[config.mk]
export PLATFORM = sky130hd
export DESIGN_NAME = seg7_scroller_flat
export DESIGN_NICKNAME = d
export VERILOG_FILES = /design/src/rtl/seg7_scroller_if.sv /design/src/rtl/seg7_scroller.sv /design/src/flat_wrapper.sv
export SDC_FILE = /design/constraint.sdc
export NUM_CORES = 1
export LEC_CHECK = 0
export BUFFER_PORTS_ARGS = -buffer_cell sky130_fd_sc_hd__buf_2
export CORE_ASPECT_RATIO = 1.2
export CORE_MARGIN = 1
export CORE_UTILIZATION = 45
export CTS_CLUSTER_DIAMETER = 30
export CTS_CLUSTER_SIZE = 16
export DETAILED_ROUTE_END_ITERATION = 6
export PLACE_DENSITY = 0.65
export SKIP_LAST_GASP = 1
export SLEW_MARGIN = 40
export SYNTH_ARGS = -nofsm -noshare
export SYNTH_HDL_FRONTEND = slang
export SYNTH_HIERARCHICAL = 1
export SYNTH_SLANG_ARGS = --single-unit
[constraint.sdc]
create_clock -name clk -period 12.5 [get_ports clk]
set_clock_uncertainty 0.15 [all_clocks]
set_input_delay 1.25 -clock clk [delete_from_list [all_inputs] [get_ports clk]]
set_output_delay 1.25 -clock clk [all_outputs]
set_load 0.005 [all_outputs]
[src/rtl/seg7_scroller_if.sv]
// Register-side bundle for seg7_scroller: message/mode controls in, segment pins and
// window status out.
interface seg7_scroller_if #(
  parameter int NUM_DIGITS  = 8,
  parameter int MSG_NIBBLES = 16
);
  localparam int OW = (MSG_NIBBLES > 1) ? $clog2(MSG_NIBBLES) : 1;

  logic                      load;
  logic [4*MSG_NIBBLES-1:0]  msg;
  logic [1:0]                mode;
  logic                      pause;
  logic                      blank_lz;
  logic [7*NUM_DIGITS-1:0]   hex_out;
  logic [OW-1:0]             offset;
  logic                      tick;

  modport master (output load, msg, mode, pause, blank_lz,
                  input  hex_out, offset, tick);
  modport slave  (input  load, msg, mode, pause, blank_lz,
                  output hex_out, offset, tick);
endinterface

[src/rtl/seg7_scroller.sv]
// Multi-digit active-low 7-segment driver showing a scrolling/blinking window of a
// latched hex message; segment outputs are registered.
module seg7_digit (
  input  logic [3:0] nib_i,
  input  logic       blank_i,
  output logic [6:0] seg_o
);
  always_comb begin
    seg_o = 7'b1111111;
    if (!blank_i) begin
      case (nib_i)
        4'h0: seg_o = 7'b1000000;
        4'h1: seg_o = 7'b1111001;
        4'h2: seg_o = 7'b0100100;
        4'h3: seg_o = 7'b0110000;
        4'h4: seg_o = 7'b0011001;
        4'h5: seg_o = 7'b0010010;
        4'h6: seg_o = 7'b0000010;
        4'h7: seg_o = 7'b1111000;
        4'h8: seg_o = 7'b0000000;
        4'h9: seg_o = 7'b0010000;
        4'hA: seg_o = 7'b0001000;
        4'hB: seg_o = 7'b0000011;
        4'hC: seg_o = 7'b1000110;
        4'hD: seg_o = 7'b0100001;
        4'hE: seg_o = 7'b0000110;
        default: seg_o = 7'b0001110;
      endcase
    end
  end
endmodule

module seg7_scroller #(
  parameter int NUM_DIGITS  = 8,
  parameter int MSG_NIBBLES = 16,
  parameter int TICK_DIV    = 12500000
) (
  input logic            clk,
  input logic            rst_n,
  seg7_scroller_if.slave bus
);
  localparam int OW = (MSG_NIBBLES > 1) ? $clog2(MSG_NIBBLES) : 1;
  localparam int CW = $clog2(TICK_DIV);

  logic [MSG_NIBBLES-1:0][3:0] msg_q, msg_d;
  logic [OW-1:0]               off_q, off_d;
  logic [CW-1:0]               cnt_q, cnt_d;
  logic                        phase_q, phase_d;
  logic [NUM_DIGITS-1:0][6:0]  hex_q, hex_d;

  logic                        tick_w;
  logic [NUM_DIGITS-1:0][OW-1:0] idx;
  logic [NUM_DIGITS-1:0][3:0]  nib;
  logic [NUM_DIGITS-1:0]       lzb, blank;
  logic                        lz_en, seen, blink_blank;

  // A load in the terminal-count cycle suppresses the tick, so it cannot step.
  assign tick_w = ~bus.load & ~bus.pause & (cnt_q == CW'(TICK_DIV-1));

  always_comb begin
    msg_d   = msg_q;
    off_d   = off_q;
    cnt_d   = cnt_q;
    phase_d = 1'b0;
    if (bus.load) begin
      msg_d = bus.msg;
      off_d = '0;
      cnt_d = '0;
    end else begin
      if (!bus.pause) cnt_d = tick_w ? '0 : cnt_q + 1'b1;
      if (tick_w) begin
        case (bus.mode)
          2'b01:   off_d = (off_q == OW'(MSG_NIBBLES-1)) ? '0 : off_q + 1'b1;
          2'b10:   off_d = (off_q == '0) ? OW'(MSG_NIBBLES-1) : off_q - 1'b1;
          default: off_d = off_q;
        endcase
      end
      if (bus.mode == 2'b11) phase_d = tick_w ? ~phase_q : phase_q;
    end
  end

  // Per-digit nibble select with explicit modular wrap (message length may be non-pow2).
  for (genvar d = 0; d < NUM_DIGITS; d++) begin : g_lane
    logic [OW:0] sum;
    assign sum    = {1'b0, off_q} + (OW+1)'(d);
    assign idx[d] = (sum >= (OW+1)'(MSG_NIBBLES)) ? OW'(sum - (OW+1)'(MSG_NIBBLES))
                                                   : sum[OW-1:0];
    assign nib[d] = msg_q[idx[d]];
    seg7_digit u_dig (.nib_i(nib[d]), .blank_i(blank[d]), .seg_o(hex_d[d]));
  end

  always_comb begin
    lz_en = bus.blank_lz & ((bus.mode == 2'b00) | (bus.mode == 2'b11));
    seen  = 1'b0;
    lzb   = '0;
    for (int d = NUM_DIGITS-1; d >= 1; d--) begin
      seen   = seen | (nib[d] != 4'h0);
      lzb[d] = lz_en & ~seen;
    end
  end

  assign blink_blank = phase_q & (bus.mode == 2'b11);
  assign blank       = lzb | {NUM_DIGITS{blink_blank}};

  always_ff @(posedge clk or negedge rst_n) begin
    if (!rst_n) begin
      msg_q   <= '0;
      off_q   <= '0;
      cnt_q   <= '0;
      phase_q <= 1'b0;
      hex_q   <= '1;
    end else begin
      msg_q   <= msg_d;
      off_q   <= off_d;
      cnt_q   <= cnt_d;
      phase_q <= phase_d;
      hex_q   <= hex_d;
    end
  end

  assign bus.hex_out = hex_q;
  assign bus.offset  = off_q;
  assign bus.tick    = tick_w;
endmodule

[src/flat_wrapper.sv]
// flat-port wrapper written by rule: the top's interface ports become plain ports
module seg7_scroller_flat 
#(
  parameter int NUM_DIGITS  = 8,
  parameter int MSG_NIBBLES = 16,
  parameter int TICK_DIV    = 12500000
)
  (clk, rst_n, bus_load, bus_msg, bus_mode, bus_pause, bus_blank_lz, bus_hex_out, bus_offset, bus_tick);
  seg7_scroller_if #(.NUM_DIGITS(NUM_DIGITS), .MSG_NIBBLES(MSG_NIBBLES)) bus_i ();
  input logic clk;
  input logic rst_n;
  input wire logic [$bits(bus_i.load)-1:0] bus_load;
  input wire logic [$bits(bus_i.msg)-1:0] bus_msg;
  input wire logic [$bits(bus_i.mode)-1:0] bus_mode;
  input wire logic [$bits(bus_i.pause)-1:0] bus_pause;
  input wire logic [$bits(bus_i.blank_lz)-1:0] bus_blank_lz;
  output wire logic [$bits(bus_i.hex_out)-1:0] bus_hex_out;
  output wire logic [$bits(bus_i.offset)-1:0] bus_offset;
  output wire logic [$bits(bus_i.tick)-1:0] bus_tick;
  assign bus_i.load = bus_load;
  assign bus_i.msg = bus_msg;
  assign bus_i.mode = bus_mode;
  assign bus_i.pause = bus_pause;
  assign bus_i.blank_lz = bus_blank_lz;
  assign bus_hex_out = bus_i.hex_out;
  assign bus_offset = bus_i.offset;
  assign bus_tick = bus_i.tick;
  seg7_scroller #(.NUM_DIGITS(NUM_DIGITS), .MSG_NIBBLES(MSG_NIBBLES), .TICK_DIV(TICK_DIV)) u_core (.clk(clk), .rst_n(rst_n), .bus(bus_i));
endmodule
Word-level counts from Yosys, hierarchy flattened
Memory sizes are Yosys's and may differ from the RTL's. Cells that the tools add are included.

Output and inout bits: 61. Logic and storage cells: 160. Bits in registers: 149. Input port bits: 71. Memory bits (read-only): 896. Memories: 8.

Memory list: (name not given) (depth 16, width 7, rd ports 1, clocked after memory_dff 0, wr ports 0, line seg7_scroller.sv:11) `case (nib_i)`; (name not given) (depth 16, width 7, rd ports 1, clocked after memory_dff 0, wr ports 0, line seg7_scroller.sv:11); (name not given) (depth 16, width 7, rd ports 1, clocked after memory_dff 0, wr ports 0, line seg7_scroller.sv:11); (name not given) (depth 16, width 7, rd ports 1, clocked after memory_dff 0, wr ports 0, line seg7_scroller.sv:11); (name not given) (depth 16, width 7, rd ports 1, clocked after memory_dff 0, wr ports 0, line seg7_scroller.sv:11); (name not given) (depth 16, width 7, rd ports 1, clocked after memory_dff 0, wr ports 0, line seg7_scroller.sv:11); +2 memories.

Equality and inequality tests: 7. $add $sub $neg: 18. Bitwise gates (word level): 29. Order comparisons: 16. Reductions and logical operators: 12. Muxes and demuxes: 43.

Operators by type and width (number): $bmux W4 S4 (8); $mux W4 (20); $mux W24 (3); $mux W7 (8); $lt A4 B5 Y1 const B (8); $sub A4 B1 Y4 const B (9); $ge A5 B5 Y1 const B (7); $reduce_bool A4 Y1 (7); $add A24 B1 Y24 const B (1); $eq A24 B24 Y1 const B (1); $add A4 B3 Y5 const B (4); $and A1 B1 Y1 (11); $add A4 B2 Y5 const B (2); $not A1 Y1 (10); $or A8 B8 Y8 (1); $pmux W4 S2 (1); $or A1 B1 Y1 (7); $add A4 B1 Y5 const B (1); $ge A4 B5 Y1 const B (1); $add A4 B1 Y4 const B (1); $eq A2 B2 Y1 const B (2); $eq A4 B4 Y1 const B (1); $logic_not A4 Y1 (1); $mux W1 (3); 7 further kinds (7).

Logic depth before layout (Yosys ltp)
Gate-level depths: netlist of run 1.

Word-level depth: 16. Mapped depth: 16. Depth with buffers taken out: 11.

Cells and area by module
Netlist of run 1, hierarchy kept.

Modules (own cells, without submodules): seg7_scroller (times used 1, area an instance 8284.2 µm², seq. area each 3798.6 µm², cells an instance 569); seg7_digit (u_core.g_lane[0].u_dig ...) (times used 6, area an instance 299.0 µm², seq. area each 0.0 µm², cells an instance 35); seg7_digit (u_core.g_lane[1].u_dig) (times used 1, area an instance 295.3 µm², seq. area each 0.0 µm², cells an instance 35); seg7_digit (u_core.g_lane[2].u_dig) (times used 1, area an instance 290.3 µm², seq. area each 0.0 µm², cells an instance 35).

Least setup slack after synthesis of run 1
No wires, ideal clock.

Path type: flip-flop to flip-flop. Start point: reg u_core.off_q[1], in the netlist u_core/bus.offset[1]. End point: reg u_core.hex_q, in the netlist u_core/bus.hex_out[31]. Slack: 7903 ps. Data arrival time: 4366 ps. Required time: 12269 ps. Period minus slack after synthesis: 4597 ps. Setup time: 81 ps. Stages on the path, launching flop included: 15. Path buffers: 5. Cell sequence: dfrtp_1 > buf_2 > buf_2 > clkbuf_1 > inv_1 > ha_1 > buf_4 > clkbuf_1 > mux4_2 > mux4_2 > or4_4 > nand3b_1 > o21ai_1 > nor2b_1 > a32oi_1.

RTL lines: start, declared (line seg7_scroller.sv:46) `logic [OW-1:0] off_q, off_d;`; start signal, assigned (line seg7_scroller.sv:108) `off_q <= '0;`; start signal, assigned (line seg7_scroller.sv:114) `off_q <= off_d;`; end signal, assigned (line seg7_scroller.sv:111) `hex_q <= '1;`; end signal, assigned (line seg7_scroller.sv:117) `hex_q <= hex_d;`; end, declared (line seg7_scroller.sv:49) `logic [NUM_DIGITS-1:0][6:0] hex_q, hex_d;`.

==> results.toml, run 1 <==
[placed_design]
post-place-ws_ns = 7.38
port_buffers = 131
hpwl_um = 18700
place.detailed.instances = 1252
gp_congestion = 0.844

[route]
route.detailed.wl_per_inst_um = 19.5
dr.first_iter.drc_count = 485
drt_pre_antenna_iters = 5
antenna_left = 0
drt-vias-per-instance = 5.89
dr_total_vias = 7567
postRouteWirelength_um = 25100
drc = 0

[clock_tree]
number_of_levels_the_h_tree_was_split_into = 4
ctsHoldBuffers = 0
clock_tree_from_tritoncts = "built"
clockRootBuffer = "sky130_fd_sc_hd__clkbuf_16"
cts.repair_timing.setup_buffer_count = 0
clock_pin_slew_on_the_worst_setup_and_hold_paths_ns = 0.07
clock_path_buffers = 2
insertion_delay_ns = 0.44
clock_sink_count = 149
cts_repair_resize_count = 0
cts-buffers-inserted = 17

[power]
leakagePower_nw = 5.17
post-layout-total-power_mw = 2.43
pwr_density_cell_nw_per_um2 = 202
peakVddDrop_v = 0.000137

[sta]
final-hold-violation-count = 0
worstMarginPinSlew_ns = 0.772
clock.fmax_mhz = 195
fin_crit_ns = 5.13
layout_worst_path_cycle_share_pct = 41.1
grt_setup_unrepaired = "false"
timing.final.ws_setup_ns = 7.37
finalSetupTns_ns = 0
final_max_slew_viol_count = 0
slew-limit-headroom_pct = 48.3
finalSetupViolations = 0

[yosys]
number_of_enable_type_register_cells_in_the_synthesized_netlist = 0
yosysSeqAreaShare_pct = 35.6
asyncSetResetFlopFracSynth_pct = 100
synth_warnings = 6
syn-mean-instance-area_um2 = 12.6
synth_seq_cells = 149
syn_area_um2 = 10700
yosysUniqueCellTypes = 63
yosys_most_used_dff = "sky130_fd_sc_hd__dfrtp_1"
postSynthCellCount = 849
synth_nets = 989

[floorplanning]
die_height_um = 171
initial_utilization_pct = 46.0
num_io_pins = 132
die_width_um = 143
fp.dieArea_um2 = 24300
fp-row-count = 61
core_area_um2 = 23200

[critical_path]
logic_depth_of_the_worst_register_to_register_path = 10
rrSetupSlack_ns = 7.37
worst-path-buf-inv = 2
largest_stage_delay_on_the_critical_path_ns = 0.83
r2r-end = "u_core/bus.hex_out[31]"
critical_path_cell_count = 10
critical_path_required_ns = 12.71
reg2reg_from = "u_core/bus.offset[1]"
arrival_time_at_the_worst_endpoint_ns = 5.34
crit_chain = "inv_1 -> ha_1 -> buf_4 -> mux4_2 -> mux4_1 -> or4_4 -> nand3b_1 -> o21ai_1 -> nor2b_1 -> a32oi_1"
cp_max_stage_cell = "sky130_fd_sc_hd__mux4_1"
worst-path-max-fanout = 38
critPathLaunchType = "register"
crit_family = "multiplexers"
worst-setup-path-type = "reg -> reg"
critPathCaptureType = "register"

[finish]
num_antenna_cells = 0
layout-area-overhead-vs-synth_pct = 12.9
stdcell_count = 1284
post_route_cells_drive_above_1_share_pct = 38.8
seq_area_um2 = 3810
fillers = 2072
multiInputGateArea_um2 = 6350
final_nets = 1096

[grt]
grt_pass1_wl_um = 40200
first_global_vias = 7505
grt_antenna_before_repair = 0
gr-total-overflow = 0
largest_net_degree_at_the_start_of_global_routing = 88
track_usage_pct = 21.9

[run]
max-cap-violations = 0

[min_path]
min-delay-start = "u_core/cnt_q[23]"
min_delay_worst_endpoint = "u_core/cnt_q[23]"
whs_path_depth = 1
holdCritPathClass = "reg -> reg"

[status]
status = "completed"
-- flip-flops by register name (all words and copies together) (netlist names) --
register,flops
u_core/bus.hex_out,56
u_core/bus.offset,4
u_core/cnt_q,24
u_core/msg_q,64
u_core/phase_q,1
-- cells in the mapped netlist, types with 12 or more instances --
cell type | count | area, um2
sky130_fd_sc_hd__a221o_1 | 16 | 160
sky130_fd_sc_hd__a32oi_1 | 16 | 140
sky130_fd_sc_hd__buf_6 | 17 | 191
sky130_fd_sc_hd__clkbuf_1 | 17 | 63.8
sky130_fd_sc_hd__dfrtp_1 | 93 | 2330
sky130_fd_sc_hd__dfstp_2 | 56 | 1470
sky130_fd_sc_hd__ha_1 | 69 | 863
sky130_fd_sc_hd__inv_1 | 34 | 128
sky130_fd_sc_hd__mux2_1 | 15 | 169
sky130_fd_sc_hd__mux2_2 | 65 | 732
sky130_fd_sc_hd__mux2i_1 | 27 | 270
sky130_fd_sc_hd__mux4_1 | 25 | 657
sky130_fd_sc_hd__mux4_2 | 60 | 1350
sky130_fd_sc_hd__nand2_1 | 45 | 169
sky130_fd_sc_hd__nand2b_1 | 18 | 113
sky130_fd_sc_hd__nand3_1 | 31 | 155
sky130_fd_sc_hd__nand4_1 | 12 | 75.1
sky130_fd_sc_hd__nor2_1 | 39 | 146
sky130_fd_sc_hd__nor2b_1 | 18 | 113
sky130_fd_sc_hd__o21ai_1 | 13 | 65.1
-- placed cells by master, fill, tap and decap left out, drive strengths merged, types with 2 or more instances in the layout --
cell type | synthesis | final
nor4b | 2 | 2
nor4 | 10 | 10
nand3 | 31 | 31
a22oi | 5 | 5
xnor2 | 12 | 12
buf | 31 | 136
nand2 | 51 | 51
xor2 | 9 | 9
o31ai | 7 | 7
inv | 34 | 34
dfrtp | 93 | 93
nand3b | 3 | 3
o221ai | 8 | 8
or2 | 10 | 10
a311o | 9 | 9
and3 | 11 | 11
nor2b | 19 | 19
clkbuf | 18 | 22
ha | 69 | 69
clkinvlp | 0 | 3
mux4 | 87 | 87
a31oi | 3 | 3
bufinv | 0 | 4
nor3 | 10 | 10
o21ai | 20 | 20
mux2i | 27 | 27
nand4 | 13 | 13
nor2 | 39 | 39
mux2 | 80 | 80
dfstp | 56 | 56
clkinv | 2 | 6
a221o | 16 | 16
or4 | 4 | 4
a21oi | 9 | 9
a32oi | 16 | 16
a211o | 8 | 8
nand2b | 18 | 18
-- through the flow --
| stage | cell area [um2] | util [%] | hold WS [ns] |
|---|---|---|---|
| floorplan | 10700 | - | 0.291 |
| global placement | 11400 | 49.1 | 0.315 |
| detailed placement | 11400 | 49.2 | 0.325 |
| CTS | 12000 | 51.8 | 0.338 |
| global route | 12000 | 51.9 | 0.375 |
| finish | 12000 | 51.9 | 0.337 |
-- cell families (layout without fill, tap and decap cells) --
logic type / after synthesis / count (layout) / share of synthesized area [%]
multiplexers: 194 / 194 / 30.3
AO/OA/AOI/OAI: 108 / 108 / 7.99
adder cells (fa/ha/maj): 69 / 69 / 8.10
flip-flops: 149 / 149 / 35.6
XOR/XNOR: 21 / 21 / 1.87
AND/OR/NAND/NOR: 223 / 223 / 11.3
buffers and inverters: 85 / 205 / 4.85
-- routing by layer --
metal / track usage, % / part of all wire [%] / up-vias
met2: 36.3 / 49 / 227
met5: 0 / 0 / -
li1: - / - / 3486
met1: 27.3 / 42 / 3808
met3: 4.87 / 5.4 / 46
met4: 9.77 / 3.3 / 0
-- layout make-up --
| type | instances | area share [%] |
|---|---|---|
| inverter | 36 | 1.12 |
| timing repair buffer | 137 | 6.06 |
| clock buffer | 21 | 3.66 |
| tap | 315 | 3.27 |
| multi-input combinational | 615 | 52.8 |
| clock inverter | 11 | 1.48 |
| sequential | 149 | 31.6 |
-- where the power goes --
part	internal (mW)	switching (mW)	leakage (nW)
combinational	0.545	0.613	3.15
clock	0.335	0.211	0.288
sequential	0.653	0.0700	1.73
total	1.53	0.893	5.17
-- how the worst max path moves through the flow --
stage / from / end / slack (ns)
6_report: u_core/bus.offset[1] / u_core/bus.hex_out[31] / 7.37
5_1_grt: u_core/bus.offset[1] / u_core/bus.hex_out[31] / 7.05
4_1_cts: u_core/bus.offset[1] / u_core/bus.hex_out[31] / 7.33
3_5_place_dp: u_core/bus.offset[1] / u_core/bus.hex_out[31] / 7.38
3_3_place_gp: u_core/bus.offset[0] / u_core/bus.hex_out[31] / 7.18
2_1_floorplan: u_core/bus.offset[1] / u_core/bus.hex_out[31] / 7.90
Note: power is estimated with default switching activity, not from simulation.
==> run 2, diff against run 1 <==
--- a/config.mk
+++ b/config.mk
@@ -5,6 +5,7 @@
 export SDC_FILE = /design/constraint.sdc
 export NUM_CORES = 1
 export LEC_CHECK = 0
+export ABC_AREA = 1
 export BUFFER_PORTS_ARGS = -buffer_cell sky130_fd_sc_hd__buf_2
 export CORE_ASPECT_RATIO = 1.2
 export CORE_MARGIN = 1
@@ -12,7 +13,7 @@
 export CTS_CLUSTER_DIAMETER = 30
 export CTS_CLUSTER_SIZE = 16
 export DETAILED_ROUTE_END_ITERATION = 6
-export PLACE_DENSITY = 0.65
+export PLACE_DENSITY = 0.68
 export SKIP_LAST_GASP = 1
 export SLEW_MARGIN = 40
 export SYNTH_ARGS = -nofsm -noshare
==> constraint.sdc (replaced) <==
create_clock -name clk -period 4.35 [get_ports clk]
set_clock_uncertainty 0.15 [all_clocks]
set_input_delay 0.435 -clock clk [delete_from_list [all_inputs] [get_ports clk]]
set_output_delay 0.435 -clock clk [all_outputs]
set_load 0.005 [all_outputs]
==> results.toml, run 2 <==
[status]
status = "completed"

[route]
antenna_left = 0
postRouteWirelength_um = 32100
drc = 0
route.detailed.wl_per_inst_um = 15.9
dr_total_vias = 11000
drt-vias-per-instance = 5.46
dr.first_iter.drc_count = 993
drt_pre_antenna_iters = 6

[floorplanning]
fp-row-count = 62
initial_utilization_pct = 45.7
fp.dieArea_um2 = 24900
die_height_um = 173
die_width_um = 144
core_area_um2 = 23900
num_io_pins = 132

[placed_design]
port_buffers = 131
hpwl_um = 24200
place.detailed.instances = 1989
gp_congestion = 1.06

[critical_path]
worst-path-max-fanout = 22
arrival_time_at_the_worst_endpoint_ns = 3.62
critPathCaptureType = "register"
reg2reg_from = "u_core/bus.offset[1]"
worst-setup-path-type = "reg -> reg"
critical_path_required_ns = 4.56
timing.critical_path.from = "u_core/bus.offset[1]"
critPathLaunchType = "register"

[finish]
num_antenna_cells = 0
layout.cells.most_common = "sky130_fd_sc_hd__nand2_1"
post_route_cells_drive_above_1_share_pct = 16.0
largest_register = "u_core/msg_q"
stdcell_count = 2022
layout-area-overhead-vs-synth_pct = 12.4
most-common-layout-cells = "sky130_fd_sc_hd__nand2_1, sky130_fd_sc_hd__nand3_1, sky130_fd_sc_hd__buf_2"
final_nets = 1829
largest_reg_flops = 64

[clock_tree]
cts.repair_timing.setup_buffer_count = 0
clock_tree_from_tritoncts = "built"
clock_sink_count = 149
number_of_levels_the_h_tree_was_split_into = 4
clock_path_buffers = 2
clockRootBuffer = "sky130_fd_sc_hd__clkbuf_16"
insertion_delay_ns = 0.44
clock_pin_slew_on_the_worst_setup_and_hold_paths_ns = 0.06
cts-buffers-inserted = 17
cts_repair_resize_count = 0
ctsHoldBuffers = 1

[yosys]
synth_seq_cells = 149
yosys_most_used_dff = "sky130_fd_sc_hd__dfrtp_1"
synth.largest_area_cell = "sky130_fd_sc_hd__dfrtp_1"
number_of_enable_type_register_cells_in_the_synthesized_netlist = 0
synth_nets = 1737
yosys-mux-area-fraction_pct = 0
synthSimpleGateAreaFrac_pct = 43.2
synth_warnings = 6
synth_compound_area_share_pct = 4.29
synthTopCellsByCount = "sky130_fd_sc_hd__nand2_1, sky130_fd_sc_hd__nand3_1, sky130_fd_sc_hd__inv_1, sky130_fd_sc_hd__dfrtp_1, sky130_fd_sc_hd__ha_1"
syn-mean-instance-area_um2 = 6.84
cell_with_the_most_instances_after_synthesis = "sky130_fd_sc_hd__nand2_1"
synth.area.top_cells = "sky130_fd_sc_hd__dfrtp_1, sky130_fd_sc_hd__nand3_1, sky130_fd_sc_hd__nand2_1"
postSynthCellCount = 1597
synth.top_cell.area_share_pct = 21.3
post_synth_xor_area_fraction_pct = 1.10
yosysSeqAreaShare_pct = 34.8
yosysUniqueCellTypes = 41
syn_area_um2 = 10900
combinational_family_with_the_most_area_after_synthesis = "simple AND/OR/NAND/NOR gates"
yosys.area_share.adder_pct = 7.90
asyncSetResetFlopFracSynth_pct = 100

[sta]
final-hold-violation-count = 0
finalSetupTns_ns = 0
clock.fmax_mhz = 293
layout_worst_path_cycle_share_pct = 78.4
final_max_slew_viol_count = 0
fin_crit_ns = 3.41
grt_setup_unrepaired = "false"
slew-limit-headroom_pct = 48.1
finalSetupViolations = 0
worstMarginPinSlew_ns = 0.775

[grt]
gr-total-overflow = 0
grt_pass1_wl_um = 51400
largest_net_degree_at_the_start_of_global_routing = 98
first_global_vias = 10100
grt_antenna_before_repair = 0
track_usage_pct = 26.6

[power]
p_comb_share_pct = 56.4
internal_power_mw = 4.27
seq_power_share_pct = 24.7
clock_power_share_pct = 18.8
netSwitchingPower_mw = 3.83
netSwitchingFraction_pct = 47.3
leakagePower_nw = 6.43
peakVddDrop_v = 0.000342
pwr_density_cell_nw_per_um2 = 659

[min_path]
min-delay-start = "bus_msg[42]"
holdCritPathClass = "in -> reg"

[run]
max-cap-violations = 0
-- run 2: changes by cell type in the layout (fill, tap and decap cells not counted), sizes merged, moves of 16 or more --
cell,change
nand2,+518
nand3,+414
inv,+101
mux4,-87
mux2,-80
mux2i,-27
nor2b,-19
o21ai,+19
nand2b,-18
a221o,-16
a32oi,-16
-- run 2: critical path, stage by stage, from the launching register on --
cell and delay [ns]:
sky130_fd_sc_hd__dfrtp_1 0.60, sky130_fd_sc_hd__inv_1 0.15, sky130_fd_sc_hd__ha_1 0.49, sky130_fd_sc_hd__inv_1 0.51
sky130_fd_sc_hd__nand3_1 0.17, sky130_fd_sc_hd__o21ai_0 0.15, sky130_fd_sc_hd__nand2_1 0.10, sky130_fd_sc_hd__nand2_1 0.28
sky130_fd_sc_hd__inv_1 0.17, sky130_fd_sc_hd__ha_1 0.33, sky130_fd_sc_hd__nand2_1 0.05, sky130_fd_sc_hd__nand3_1 0.09
sky130_fd_sc_hd__nand3_1 0.08
-- run 2: path summary, 6_finish.rpt --
path | cells after the start | slack, ns | end
hold reg to reg | 2 | 0.36 | u_core/msg_q[12]
setup reg to reg | 12 | 0.94 | u_core/bus.hex_out[17]
max in group asynchronous | 3 | 2.73 | u_core/bus.hex_out[43]
min in group asynchronous | 2 | 0.47 | u_core/msg_q[6]
setup / recovery | 12 | 0.94 | u_core/bus.hex_out[17]
hold / removal | 3 | 0.04 | u_core/msg_q[42]
-- run 2: metrics by stage --
step	utilization, %	hold slack, ns	setup WS, ns	area, um2	power, mW
2_1_floorplan	-	-0.0106	1.41	10900	5.48
3_3_place_gp	48.8	0.332	1.07	11700	6.46
3_5_place_dp	48.8	0.347	1.06	11700	6.51
4_1_cts	51.4	0.0167	1.03	12300	8.07
5_1_grt	51.4	0.0437	0.694	12300	8.81
6_report	51.4	0.0381	0.940	12300	8.10
-- run 2: power by group through the flow --
| stage | clock network (mW) | logic [mW] | registers [mW] |
|---|---|---|---|
| floorplan | 0 | 3.44 | 2.04 |
| global placement | 0 | 4.43 | 2.03 |
| detailed placement | 0 | 4.48 | 2.03 |
| CTS | 1.56 | 4.50 | 2.01 |
| global route | 1.61 | 5.16 | 2.05 |
| finish | 1.52 | 4.57 | 2.00 |
-- run 2: logic make-up (layout without fill, tap and decap cells) --
group / Yosys count / count (layout)
AO/OA/AOI/OAI: 76 / 76
XOR/XNOR: 12 / 12
buffers and inverters: 209 / 314
adder cells (fa/ha/maj): 69 / 69
flip-flops: 149 / 149
AND/OR/NAND/NOR: 1082 / 1082
-- run 2: cell type report --
cell class,instances,area [um2]
fill,2455,11600
multi-input combinational,1239,6180
sequential,149,3800
timing repair buffer,148,796
inverter,134,503
clock buffer,18,429
tap,320,400
clock inverter,14,178
-- run 2: layer usage --
metal | GRT usage, % | wire (um) | up-vias
met5 | 0 | 0 | -
met4 | 10.8 | 1100 | 0
met3 | 4.49 | 2250 | 72
met2 | 43.0 | 15200 | 450
met1 | 34.8 | 13500 | 5094
li1 | - | - | 5426
==> run 3, diff against run 2 <==
--- a/config.mk
+++ b/config.mk
@@ -13,7 +13,7 @@
 export CTS_CLUSTER_DIAMETER = 30
 export CTS_CLUSTER_SIZE = 16
 export DETAILED_ROUTE_END_ITERATION = 6
-export PLACE_DENSITY = 0.68
+export PLACE_DENSITY = 0.65
 export SKIP_LAST_GASP = 1
 export SLEW_MARGIN = 40
 export SYNTH_ARGS = -nofsm -noshare
==> constraint.sdc (replaced) <==
create_clock -name clk -period 3.5 [get_ports clk]
set_clock_uncertainty 0.15 [all_clocks]
set_input_delay 0.35 -clock clk [delete_from_list [all_inputs] [get_ports clk]]
set_output_delay 0.35 -clock clk [all_outputs]
set_load 0.005 [all_outputs]
==> results.toml, run 3 (same netlist as run 2, synthesis figures left out) <==
[status]
status = "complete, but fails checks"
violated_checks = "DRC"

[min_path]
whs_path_depth = 3
holdCritPathClass = "in -> reg"

[power]
pwr_density_cell_nw_per_um2 = 776
peakVddDrop_v = 0.000368
leakagePower_nw = 6.73

[finish]
layout.cells.most_common = "sky130_fd_sc_hd__nand2_1"
most-common-layout-cells = "sky130_fd_sc_hd__nand2_1, sky130_fd_sc_hd__nand3_1, sky130_fd_sc_hd__buf_2"
layout-area-overhead-vs-synth_pct = 18.7
largest_register = "u_core/msg_q"
largest_reg_flops = 64
stdcell_count = 2093
post_route_cells_drive_above_1_share_pct = 15.8
final_nets = 1900
num_antenna_cells = 0

[sta]
fin_crit_ns = 3.12
slew-limit-headroom_pct = 42.9
grt_setup_unrepaired = "false"
worstMarginPinSlew_ns = 0.853
final_max_slew_viol_count = 0
finalSetupTns_ns = 0
final-hold-violation-count = 0
clock.fmax_mhz = 321
worst_hold_margin_ns = 0.00271
finalSetupViolations = 0
layout_worst_path_cycle_share_pct = 89.0

[critical_path]
crit_family = "simple AND/OR/NAND/NOR gates"
largest_stage_delay_on_the_critical_path_ns = 0.43
worst-path-buf-inv = 4
r2r-end = "u_core/bus.hex_out[11]"
timing.critical_path.from = "u_core/bus.offset[0]"
worst-setup-path-type = "reg -> reg"
worst-path-max-fanout = 71
critPathLaunchType = "register"
critical_path_required_ns = 3.73
reg2reg_from = "u_core/bus.offset[0]"
logic_depth_of_the_worst_register_to_register_path = 17
rrSetupSlack_ns = 0.38
critPathCaptureType = "register"
critical_path_cell_count = 17
crit_path_end = "u_core/bus.hex_out[11]"
cp_max_stage_cell = "sky130_fd_sc_hd__dfrtp_2"
arrival_time_at_the_worst_endpoint_ns = 3.34
critPathMostFrequentCell = "sky130_fd_sc_hd__nand3_1"
crit_chain = "buf_12 -> ha_1 -> inv_1 -> nand2_1 -> nand2_2 -> inv_2 -> nand3_1 -> nand3_1 -> nand2_1 -> nand3_1 -> nor2_1 -> nand3_1 -> nand2_2 -> nand2_1 -> nor2_1 -> inv_1 -> nand3_1"

[clock_tree]
clockRootBuffer = "sky130_fd_sc_hd__clkbuf_16"
clock_path_buffers = 2
clock_tree_from_tritoncts = "built"
insertion_delay_ns = 0.44
clock_sink_count = 149
cts.repair_timing.setup_buffer_count = 0
clock_pin_slew_on_the_worst_setup_and_hold_paths_ns = 0.06
number_of_levels_the_h_tree_was_split_into = 4
cts-buffers-inserted = 17

[grt]
first_global_vias = 10700
track_usage_pct = 27.5
largest_net_degree_at_the_start_of_global_routing = 72
grt_pass1_wl_um = 53500
gr-total-overflow = 0
grt_antenna_before_repair = 0

[floorplanning]
die_width_um = 144
initial_utilization_pct = 45.7
num_io_pins = 132
fp.dieArea_um2 = 24900
fp-row-count = 62
die_height_um = 173
core_area_um2 = 23900

[route]
dr.first_iter.drc_count = 860
drc = 3
antenna_left = 0
drt-vias-per-instance = 5.38
postRouteWirelength_um = 32900
dr_total_vias = 11300
route.detailed.wl_per_inst_um = 15.7
drt_pre_antenna_iters = 7

[placed_design]
gp_congestion = 1.02
port_buffers = 131
hpwl_um = 24500
place.detailed.instances = 1997

[run]
max-cap-violations = 0
[run 3: power by group]
group / leakage, nW / switching, mW / internal, mW / total (mW)
combinational: 4.70 / 3.85 / 1.94 / 5.79
clock: 0.273 / 0.795 / 0.995 / 1.79
sequential: 1.76 / 0.151 / 2.33 / 2.48
[run 3: layer usage]
metal / part of all wire [%] / vias to the layer above / GRT usage, %
met5: 0 / - / 0
met4: 3.5 / 0 / 10.7
met3: 6.6 / 70 / 5.48
met2: 48 / 421 / 44.8
met1: 42 / 5199 / 35.4
li1: - / 5566 / -
[run 3: area by class of cell]
type,instances,area (um2)
Inverter,134,503
Clock buffer,17,425
Tap cell,320,400
Fill cell,2387,10900
Sequential cell,149,3800
Multi-Input combinational cell,1239,6180
Clock inverter,15,148
Timing Repair Buffer,219,1520
[run 3: through the flow]
step | util, % | setup slack (ns) | area (um2) | total power, mW
5_1_grt | 54.3 | 0.127 | 13000 | 11.0
6_report | 54.3 | 0.384 | 13000 | 10.1
3_3_place_gp | 49.2 | 0.343 | 11800 | 8.14
3_5_place_dp | 49.2 | 0.385 | 11800 | 8.16
2_1_floorplan | - | 0.560 | 10900 | 6.81
4_1_cts | 54.3 | 0.375 | 13000 | 10.1
[run 3: tightest hold or removal path: stages]
cell,delay [ns]
sky130_fd_sc_hd__buf_2,0.07
sky130_fd_sc_hd__nand2_1,0.06
sky130_fd_sc_hd__nand2_1,0.07
[run 3: how the worst min path moves through the flow]
stage / start / end / slack (ns)
final: bus_msg[15] / u_core/msg_q[15] / 0.003
after floorplan: rst_n / u_core/bus.offset[0] / -0.1
after global routing: bus_msg[15] / u_core/msg_q[15] / 0.001
after CTS: bus_msg[15] / u_core/msg_q[15] / 0.001
after global placement: rst_n / u_core/msg_q[16] / 0.26
after detailed placement: rst_n / u_core/msg_q[16] / 0.26
[run 3: repair_timing]
item	4_1_cts	5_1_grt
hold buffers	64	0
hold endpoints to repair	87	0
resized for setup	0	0
